<file path="src/rtl/mem_arbiter_pkg.sv">
// Shared widths, FSM/owner encodings and the latched RAM access payload
// for the CPU/DBG memory arbiter.
package mem_arbiter_pkg;

  localparam int unsigned AW = 8;
  localparam int unsigned DW = 16;

  localparam logic [1:0] ST_IDLE = 2'd0;
  localparam logic [1:0] ST_ACC  = 2'd1;
  localparam logic [1:0] ST_ACK  = 2'd2;

  localparam logic OWN_CPU = 1'b0;
  localparam logic OWN_DBG = 1'b1;

  typedef struct packed {
    logic          we;
    logic [AW-1:0] addr;
    logic [DW-1:0] wdata;
  } ram_req_t;

endpackage

</file>
<file path="src/rtl/mem_arbiter_if.sv">
// Requester handshakes, RAM port and status of the memory arbiter.
interface mem_arbiter_if;
  import mem_arbiter_pkg::*;

  logic          cpu_req;
  logic          cpu_we;
  logic [AW-1:0] cpu_addr;
  logic [DW-1:0] cpu_wdata;
  logic          cpu_ack;
  logic [DW-1:0] cpu_rdata;

  logic          dbg_req;
  logic [AW-1:0] dbg_addr;
  logic          dbg_ack;
  logic [DW-1:0] dbg_rdata;

  logic          ram_we;
  logic [AW-1:0] ram_addr;
  logic [DW-1:0] ram_wdata;
  logic [DW-1:0] ram_rdata;

  logic          busy;

  modport slave (
    input  cpu_req, cpu_we, cpu_addr, cpu_wdata,
    input  dbg_req, dbg_addr,
    input  ram_rdata,
    output cpu_ack, cpu_rdata, dbg_ack, dbg_rdata,
    output ram_we, ram_addr, ram_wdata,
    output busy
  );

  modport master (
    output cpu_req, cpu_we, cpu_addr, cpu_wdata,
    output dbg_req, dbg_addr,
    output ram_rdata,
    input  cpu_ack, cpu_rdata, dbg_ack, dbg_rdata,
    input  ram_we, ram_addr, ram_wdata,
    input  busy
  );

endinterface

</file>
<file path="src/rtl/mem_arbiter_rr_arb2.sv">
// Two-way round-robin pick (bit 0 = CPU, bit 1 = DBG) with the last-grant
// register; on a tie the port that did not win last time is chosen.
module mem_arbiter_rr_arb2
  import mem_arbiter_pkg::*;
(
  input  logic       clk,
  input  logic       reset,
  input  logic [1:0] req_i,
  input  logic       update_i,
  output logic       grant_c_o,
  output logic       valid_c_o
);

  logic last_q, last_d;

  always_comb begin
    valid_c_o = |req_i;
    if (&req_i) begin
      grant_c_o = ~last_q;
    end else begin
      grant_c_o = req_i[1] ? OWN_DBG : OWN_CPU;
    end
    last_d = (update_i && valid_c_o) ? grant_c_o : last_q;
  end

  // DBG is "last" out of reset so the CPU wins the first tie.
  always_ff @(posedge clk or posedge reset) begin
    if (reset) begin
      last_q <= OWN_DBG;
    end else begin
      last_q <= last_d;
    end
  end

endmodule

</file>
<file path="src/rtl/mem_arbiter.sv">
// Arbitrates CPU (read/write) and DBG (read-only) access to a shared
// single-port RAM; every access is IDLE -> ACC -> ACK with a one-cycle ack.
module mem_arbiter
  import mem_arbiter_pkg::*;
(
  input  logic           clk,
  input  logic           reset,
  mem_arbiter_if.slave   bus
);

  logic [1:0]    state_q, state_d;
  logic          owner_q, owner_d;
  ram_req_t      ram_q, ram_d;
  logic          cpu_ack_q, cpu_ack_d;
  logic          dbg_ack_q, dbg_ack_d;
  logic [DW-1:0] cpu_rdata_q, cpu_rdata_d;
  logic [DW-1:0] dbg_rdata_q, dbg_rdata_d;
  logic          busy_q, busy_d;

  logic          gnt;
  logic          gnt_valid;

  mem_arbiter_rr_arb2 u_rr_arb2 (
    .clk       (clk),
    .reset     (reset),
    .req_i     ({bus.dbg_req, bus.cpu_req}),
    .update_i  (state_q == ST_IDLE),
    .grant_c_o (gnt),
    .valid_c_o (gnt_valid)
  );

  always_comb begin
    state_d     = state_q;
    owner_d     = owner_q;
    ram_d       = ram_q;
    ram_d.we    = 1'b0;
    cpu_ack_d   = 1'b0;
    dbg_ack_d   = 1'b0;
    cpu_rdata_d = cpu_rdata_q;
    dbg_rdata_d = dbg_rdata_q;

    case (state_q)
      ST_IDLE: begin
        if (gnt_valid) begin
          owner_d = gnt;
          state_d = ST_ACC;
          if (gnt == OWN_CPU) begin
            ram_d = '{we: bus.cpu_we, addr: bus.cpu_addr, wdata: bus.cpu_wdata};
          end else begin
            ram_d.addr = bus.dbg_addr;
          end
        end
      end
      // Read data captured here is the pre-write value on a CPU write.
      ST_ACC: begin
        state_d = ST_ACK;
        if (owner_q == OWN_CPU) begin
          cpu_rdata_d = bus.ram_rdata;
          cpu_ack_d   = 1'b1;
        end else begin
          dbg_rdata_d = bus.ram_rdata;
          dbg_ack_d   = 1'b1;
        end
      end
      ST_ACK: begin
        state_d = ST_IDLE;
      end
      default: begin
        state_d = ST_IDLE;
      end
    endcase

    busy_d = (state_d != ST_IDLE);
  end

  always_ff @(posedge clk or posedge reset) begin
    if (reset) begin
      state_q     <= ST_IDLE;
      owner_q     <= OWN_CPU;
      ram_q       <= '0;
      cpu_ack_q   <= 1'b0;
      dbg_ack_q   <= 1'b0;
      cpu_rdata_q <= '0;
      dbg_rdata_q <= '0;
      busy_q      <= 1'b0;
    end else begin
      state_q     <= state_d;
      owner_q     <= owner_d;
      ram_q       <= ram_d;
      cpu_ack_q   <= cpu_ack_d;
      dbg_ack_q   <= dbg_ack_d;
      cpu_rdata_q <= cpu_rdata_d;
      dbg_rdata_q <= dbg_rdata_d;
      busy_q      <= busy_d;
    end
  end

  assign bus.ram_we    = ram_q.we;
  assign bus.ram_addr  = ram_q.addr;
  assign bus.ram_wdata = ram_q.wdata;
  assign bus.cpu_ack   = cpu_ack_q;
  assign bus.dbg_ack   = dbg_ack_q;
  assign bus.cpu_rdata = cpu_rdata_q;
  assign bus.dbg_rdata = dbg_rdata_q;
  assign bus.busy      = busy_q;

endmodule

</file>
<file path="src/flat_wrapper.sv">
// flat-port wrapper written by rule: the top's interface ports become plain ports
module mem_arbiter_flat import mem_arbiter_pkg::*;
  (clk, reset, bus_cpu_req, bus_cpu_we, bus_cpu_addr, bus_cpu_wdata, bus_dbg_req, bus_dbg_addr, bus_ram_rdata, bus_cpu_ack, bus_cpu_rdata, bus_dbg_ack, bus_dbg_rdata, bus_ram_we, bus_ram_addr, bus_ram_wdata, bus_busy);
  mem_arbiter_if bus_i ();
  input  logic clk;
  input  logic reset;
  input wire logic [$bits(bus_i.cpu_req)-1:0] bus_cpu_req;
  input wire logic [$bits(bus_i.cpu_we)-1:0] bus_cpu_we;
  input wire logic [$bits(bus_i.cpu_addr)-1:0] bus_cpu_addr;
  input wire logic [$bits(bus_i.cpu_wdata)-1:0] bus_cpu_wdata;
  input wire logic [$bits(bus_i.dbg_req)-1:0] bus_dbg_req;
  input wire logic [$bits(bus_i.dbg_addr)-1:0] bus_dbg_addr;
  input wire logic [$bits(bus_i.ram_rdata)-1:0] bus_ram_rdata;
  output wire logic [$bits(bus_i.cpu_ack)-1:0] bus_cpu_ack;
  output wire logic [$bits(bus_i.cpu_rdata)-1:0] bus_cpu_rdata;
  output wire logic [$bits(bus_i.dbg_ack)-1:0] bus_dbg_ack;
  output wire logic [$bits(bus_i.dbg_rdata)-1:0] bus_dbg_rdata;
  output wire logic [$bits(bus_i.ram_we)-1:0] bus_ram_we;
  output wire logic [$bits(bus_i.ram_addr)-1:0] bus_ram_addr;
  output wire logic [$bits(bus_i.ram_wdata)-1:0] bus_ram_wdata;
  output wire logic [$bits(bus_i.busy)-1:0] bus_busy;
  assign bus_i.cpu_req = bus_cpu_req;
  assign bus_i.cpu_we = bus_cpu_we;
  assign bus_i.cpu_addr = bus_cpu_addr;
  assign bus_i.cpu_wdata = bus_cpu_wdata;
  assign bus_i.dbg_req = bus_dbg_req;
  assign bus_i.dbg_addr = bus_dbg_addr;
  assign bus_i.ram_rdata = bus_ram_rdata;
  assign bus_cpu_ack = bus_i.cpu_ack;
  assign bus_cpu_rdata = bus_i.cpu_rdata;
  assign bus_dbg_ack = bus_i.dbg_ack;
  assign bus_dbg_rdata = bus_i.dbg_rdata;
  assign bus_ram_we = bus_i.ram_we;
  assign bus_ram_addr = bus_i.ram_addr;
  assign bus_ram_wdata = bus_i.ram_wdata;
  assign bus_busy = bus_i.busy;
  mem_arbiter u_core (.clk(clk), .reset(reset), .bus(bus_i));
endmodule
</file>
<file path="config.mk">
export PLATFORM = sky130hd
export DESIGN_NAME = mem_arbiter_flat
export DESIGN_NICKNAME = d
export VERILOG_FILES = /design/src/rtl/mem_arbiter_pkg.sv /design/src/rtl/mem_arbiter_if.sv /design/src/rtl/mem_arbiter_rr_arb2.sv /design/src/rtl/mem_arbiter.sv /design/src/flat_wrapper.sv
export SDC_FILE = /design/constraint.sdc
export NUM_CORES = 1
export LEC_CHECK = 0
export BUFFER_PORTS_ARGS = -buffer_cell sky130_fd_sc_hd__buf_4
export CORE_ASPECT_RATIO = 1.2
export CORE_MARGIN = 2
export CORE_UTILIZATION = 46
export CTS_CLUSTER_DIAMETER = 50
export CTS_CLUSTER_SIZE = 30
export DETAILED_ROUTE_END_ITERATION = 8
export GPL_ROUTABILITY_DRIVEN = 1
export MAX_ROUTING_LAYER = met4
export PLACE_DENSITY = 0.85
export SLEW_MARGIN = 20
export SYNTH_ARGS = -nofsm -noshare
export SYNTH_HDL_FRONTEND = slang
export SYNTH_HIERARCHICAL = 1
export SYNTH_SLANG_ARGS = --single-unit
</file>
<file path="constraint.sdc">
create_clock -name clk -period 2.6 [get_ports clk]
set_input_delay 0.26 -clock clk [delete_from_list [all_inputs] [get_ports clk]]
set_output_delay 0.26 -clock clk [all_outputs]
set_load 0.005 [all_outputs]
</file>
After elaboration in Yosys (flattened, before gate mapping):

Index checks and enable logic that the tools add are counted.

* flip-flop bits (word level): 64
* word-level logic and storage cells: 37
* input bits: 53
* output and inout bits: 60

* eq/ne operators: 1
* multiplexer cells: 13
* bitwise gates (word level): 3
* reduce and logical (&&, ||, !) cells: 9

Operator list (number)
* 25-bit two-way mux: 2
* 16-bit two-way mux: 1
* 8-bit two-way mux: 1
* 2-bit AND reduction: 4
* 1-bit two-way mux: 7
* 2-bit one-hot mux with 2 select lines: 1
* 1-bit NOT: 3
* 3-bit AND reduction: 1
* 2-bit by 1-bit equality test with 1-bit output, second input constant: 1
* 2-bit logical NOT: 1
* 2-bit two-way mux: 1
* 2-bit nonzero test: 1
* 2-bit OR reduction: 1
* 1-bit logical AND: 1

Longest topological paths before layout:

* depth in word-level cells: 5
* depth in mapped cells: 5
* gate-level depth less buffers: 3

Hierarchy:

Netlist, hierarchy kept.

Modules (own cells, without submodules)
* mem_arbiter: cells each 143, seq. area each 1576.5 um^2, area an instance 2439.8 um^2, times used 1
* mem_arbiter_rr_arb2: cells each 6, seq. area each 26.3 um^2, area an instance 55.1 um^2, times used 1

Worst setup path before layout:

No wires, ideal clock.

* kind: register to register
* from: reg u_core.u_rr_arb2.last_q
* to: reg u_core.ram_q (netlist bit u_core/bus.ram_wdata[0])
* period minus slack after synthesis: 1864 ps
* setup slack: 736 ps
* buffers on the path: 2
* data required time: 2475 ps
* cell stages (with the launch flop): 6
* library setup time: 125 ps
* data arrival time: 1739 ps
* cell sequence: dfstp_2 -> a21boi_0 -> buf_2 -> nor4b_4 -> buf_6 -> mux2_2

* cells in the longest elaborated chain, start to end: 4

RTL lines
* from (decl): RTL line mem_arbiter_rr_arb2.sv:14 `logic last_q, last_d;`
* from (signal assigned): RTL line mem_arbiter_rr_arb2.sv:31 `last_q <= last_d;`
* 1-bit NOT: RTL line mem_arbiter_rr_arb2.sv:19 `grant_c_o = ~last_q;`
* 1-bit two-way mux: RTL line mem_arbiter_rr_arb2.sv:18 `if (&req_i) begin`
* named net u_core.gnt: RTL line mem_arbiter.sv:20 `logic gnt;`
* 1-bit NOT (no source line)
* 3-bit AND reduction (no source line)
* to (signal assigned): RTL line mem_arbiter.sv:89 `ram_q <= ram_d;`
* to (decl): RTL line mem_arbiter.sv:13 `ram_req_t ram_q, ram_d;`

The timed path passes the listed nets, and every way through them passes these cells.
A chain may end at the register's enable or synchronous reset.

Worst setup path after layout:

* from: reg u_core.u_rr_arb2.last_q
* to: reg u_core.ram_q (netlist bit u_core/bus.ram_addr[5])

* cells in the longest elaborated chain, start to end: 3

RTL lines
* 1-bit NOT: RTL line mem_arbiter_rr_arb2.sv:19
* 1-bit two-way mux: RTL line mem_arbiter_rr_arb2.sv:18
* named net u_core.gnt: RTL line mem_arbiter.sv:20
* 8-bit two-way mux: RTL line mem_arbiter.sv:47 `if (gnt == OWN_CPU) begin`

The timed path passes the listed nets, and every way through them passes these cells.

==> flow_metrics.env <==
export IMPL_hp_class="in2reg"
export IMPL_start_util_pct=47.42
export IMPL_port_buffers=112
export IMPL_hold_depth=2
export IMPL_drive_gt1_share_pct=73.38
export IMPL_dieArea_mm2=0.006031
export IMPL_synthTopCellsByCount="mux2_2 (64), dfrtp_1 (63), inv_1 (3)"
export IMPL_layout_setup_ws_ps=817.1
export IMPL_skew_ps=8.516
export IMPL_leakagePower_nw=1.730
export IMPL_min_from="bus_cpu_req"
export IMPL_hpwl_mm=4.207
export IMPL_grt_overflow=0
export IMPL_gp_congestion=0.8240
export IMPL_clock_path_buffers=2
export IMPL_drcViolationCount=0
export IMPL_synth_fp_nets=202
export IMPL_postSynthAreaPerCell_um2=16.74
export IMPL_p_per_area_mw_per_mm2=1220
export IMPL_reg2reg_from="u_core/u_rr_arb2/last_q"
export IMPL_wl_mm=5.565
export IMPL_drv_slew=0
export IMPL_synth_edf_count=0
export IMPL_setup_viol=0
export IMPL_first_pass_iters=4
export IMPL_post_cts_buffers=0
export IMPL_diodes=0
export IMPL_post_cts_resize_count=0
export IMPL_synthToLayoutAreaGrowth_pct=44.98
export IMPL_syn_inst=149
export IMPL_cts_tree="built"
export IMPL_worst_pin_slew_ps=601.8
export IMPL_synth_most_common_cell="mux2_2"
export IMPL_post_place_ws_ps=816.1
export IMPL_grt_pass1_wl_mm=9.170
export IMPL_ys_types=20
export IMPL_nFillCells=379
export IMPL_yosysWarningCount=6
export IMPL_critPathRequiredTime_ps=2820
export IMPL_syn_cell_area_mm2=0.002495
export IMPL_rrSetupSlack_ps=820
export IMPL_ant_nets=0
export IMPL_yosys_area_top_type="dfrtp_1"
export IMPL_avgRoutedWirePerCell_um=16.37
export IMPL_start_kind="flip-flop"
export IMPL_end_kind="flip-flop"
export IMPL_rows=29
export IMPL_critical_path_class="reg2reg"
export IMPL_core_region_area_mm2=0.005261
export IMPL_final_nets=326
export IMPL_ys_seq_elements=64
export IMPL_io_pins=113
export IMPL_rsz0062_at_grt="no"
export IMPL_track_usage_pct=20.98
export IMPL_arrival_ps=2000
export IMPL_setup_worst_path_start="u_core/u_rr_arb2/last_q"
export IMPL_vias=1702
export IMPL_yosys_most_used_dff="dfrtp_1"
export IMPL_drv_cap=0
export IMPL_grt_pass1_vias=1821
export IMPL_synth_area_leaders="dfrtp_1 (63%), mux2_2 (29%), dfstp_2 (1.1%), nor4b_4 (0.95%), buf_6 (0.90%)"
export IMPL_ir_drop_v=0.0006151
export IMPL_clk_latency_ps=340
export IMPL_cts_buffers=9
export IMPL_synth_top_area_share_pct=63.19
export IMPL_multi_input_area_um2=840.8
export IMPL_hold_viol_final=0
export IMPL_period_minus_slack_ps=1783
export IMPL_drt_initial_drc_count=81
export IMPL_cts_num_sinks=64
export IMPL_htree_levels=3
export IMPL_min_period_over_period_pct=68.57
export IMPL_crit_fanout=8
export IMPL_clockRootBuffer="clkbuf_8"
export IMPL_grt_max_degree=49
export IMPL_slew_headroom_pct=59.88
export IMPL_seqCellArea_mm2=0.001603
export IMPL_status="completed"
export IMPL_synthArstFlopShare_pct=100.0
export IMPL_cts_hold_buf=1
export IMPL_via_per_inst=5.006
export IMPL_max_freq_mhz=560.9
export IMPL_chipHeight_um=84.68
export IMPL_r2r_cells=4
export IMPL_setup_tns_ps=0
export IMPL_r2r_end="u_core/bus.ram_addr[5]"
export IMPL_cts_clk_slew_worst_paths_ps=70
export IMPL_synth_yosys_seq_area_share_pct=64.24
export IMPL_die_w_um=71.23
export IMPL_antenna_found_initial=0
export IMPL_hold_end="u_core/u_rr_arb2/last_q"
## worst max-delay path by stage
stage | to | slack, ps | depth (start not counted)
6_report | u_core/bus.ram_addr[5] | 820 | 4
5_1_grt | u_core/bus.ram_addr[5] | 750 | 4
4_1_cts | u_core/bus.ram_addr[5] | 820 | 4
3_5_place_dp | u_core/bus.ram_addr[5] | 820 | 5
3_3_place_gp | u_core/bus.ram_addr[6] | 850 | 5
2_1_floorplan | u_core/bus.ram_wdata[0] | 740 | 5
## logic make-up after synthesis
group	after synthesis	synth area share [%]
compound gates	4	1.154
simple gates	9	3.661
mux	64	28.89
buf+inv	8	2.056
flops	64	64.24
## layout make-up
cell class                 instances  area share (%)
timing repair buffer             118           24.56
clock buffer                       9           3.424
inverter                           3          0.3113
sequential                        64           44.31
clock inverter                     7           2.006
tap                               62           2.145
multi-input combinational         77           23.24
## stage by stage
stage               std cells  power (mW)  hold WS [ps]  cell area (µm²)  utilization [%]
global placement          323       3.545         245.0             3411            64.83
global route              340       4.707         69.62             3617            68.75
finish                    340       4.413         91.17             3617            68.75
floorplan                 149       2.646         149.7             2495                -
detailed placement        323       3.639         250.7             3411            64.83
CTS                       340       4.490         61.60             3617            68.75
## registers in the layout (all words and copies together) (netlist names), 2 cells and up
signal and count:
u_core/bus.cpu_rdata 16, u_core/bus.dbg_rdata 16, u_core/bus.ram_wdata 16, u_core/bus.ram_addr 8
u_core/state_q 2
## routing by layer
| metal | GRT usage (%) | routed length [µm] | up-vias |
|---|---|---|---|
| met5 | - | 0 | - |
| met4 | 9.262 | 170 | 0 |
| met3 | 7.923 | 365 | 13 |
| met2 | 31.99 | 2902 | 72 |
| met1 | 24.70 | 2126 | 839 |
| li1 | - | - | 778 |
## layout by cell type, fill, tap and decap left out, types with 2 or more instances in the layout
master	instances
clkinv_2	2
inv_1	2
clkbuf_8	9
buf_4	117
clkinv_4	2
dfrtp_1	63
clkinvlp_4	2
mux2_2	64
## worst max-delay path, stage by stage (launching register included)
cell,delay [ps]
dfstp_2,380
a21boi_0,400
buf_4,260
mux2_2,350
mux2_2,260
## power breakdown
part,switching [mW],internal [mW]
sequential,0.300,1.51
clock,0.384,0.441
combinational,0.593,1.18
total,1.28,3.14
Power figures use the tool's default switching activity.
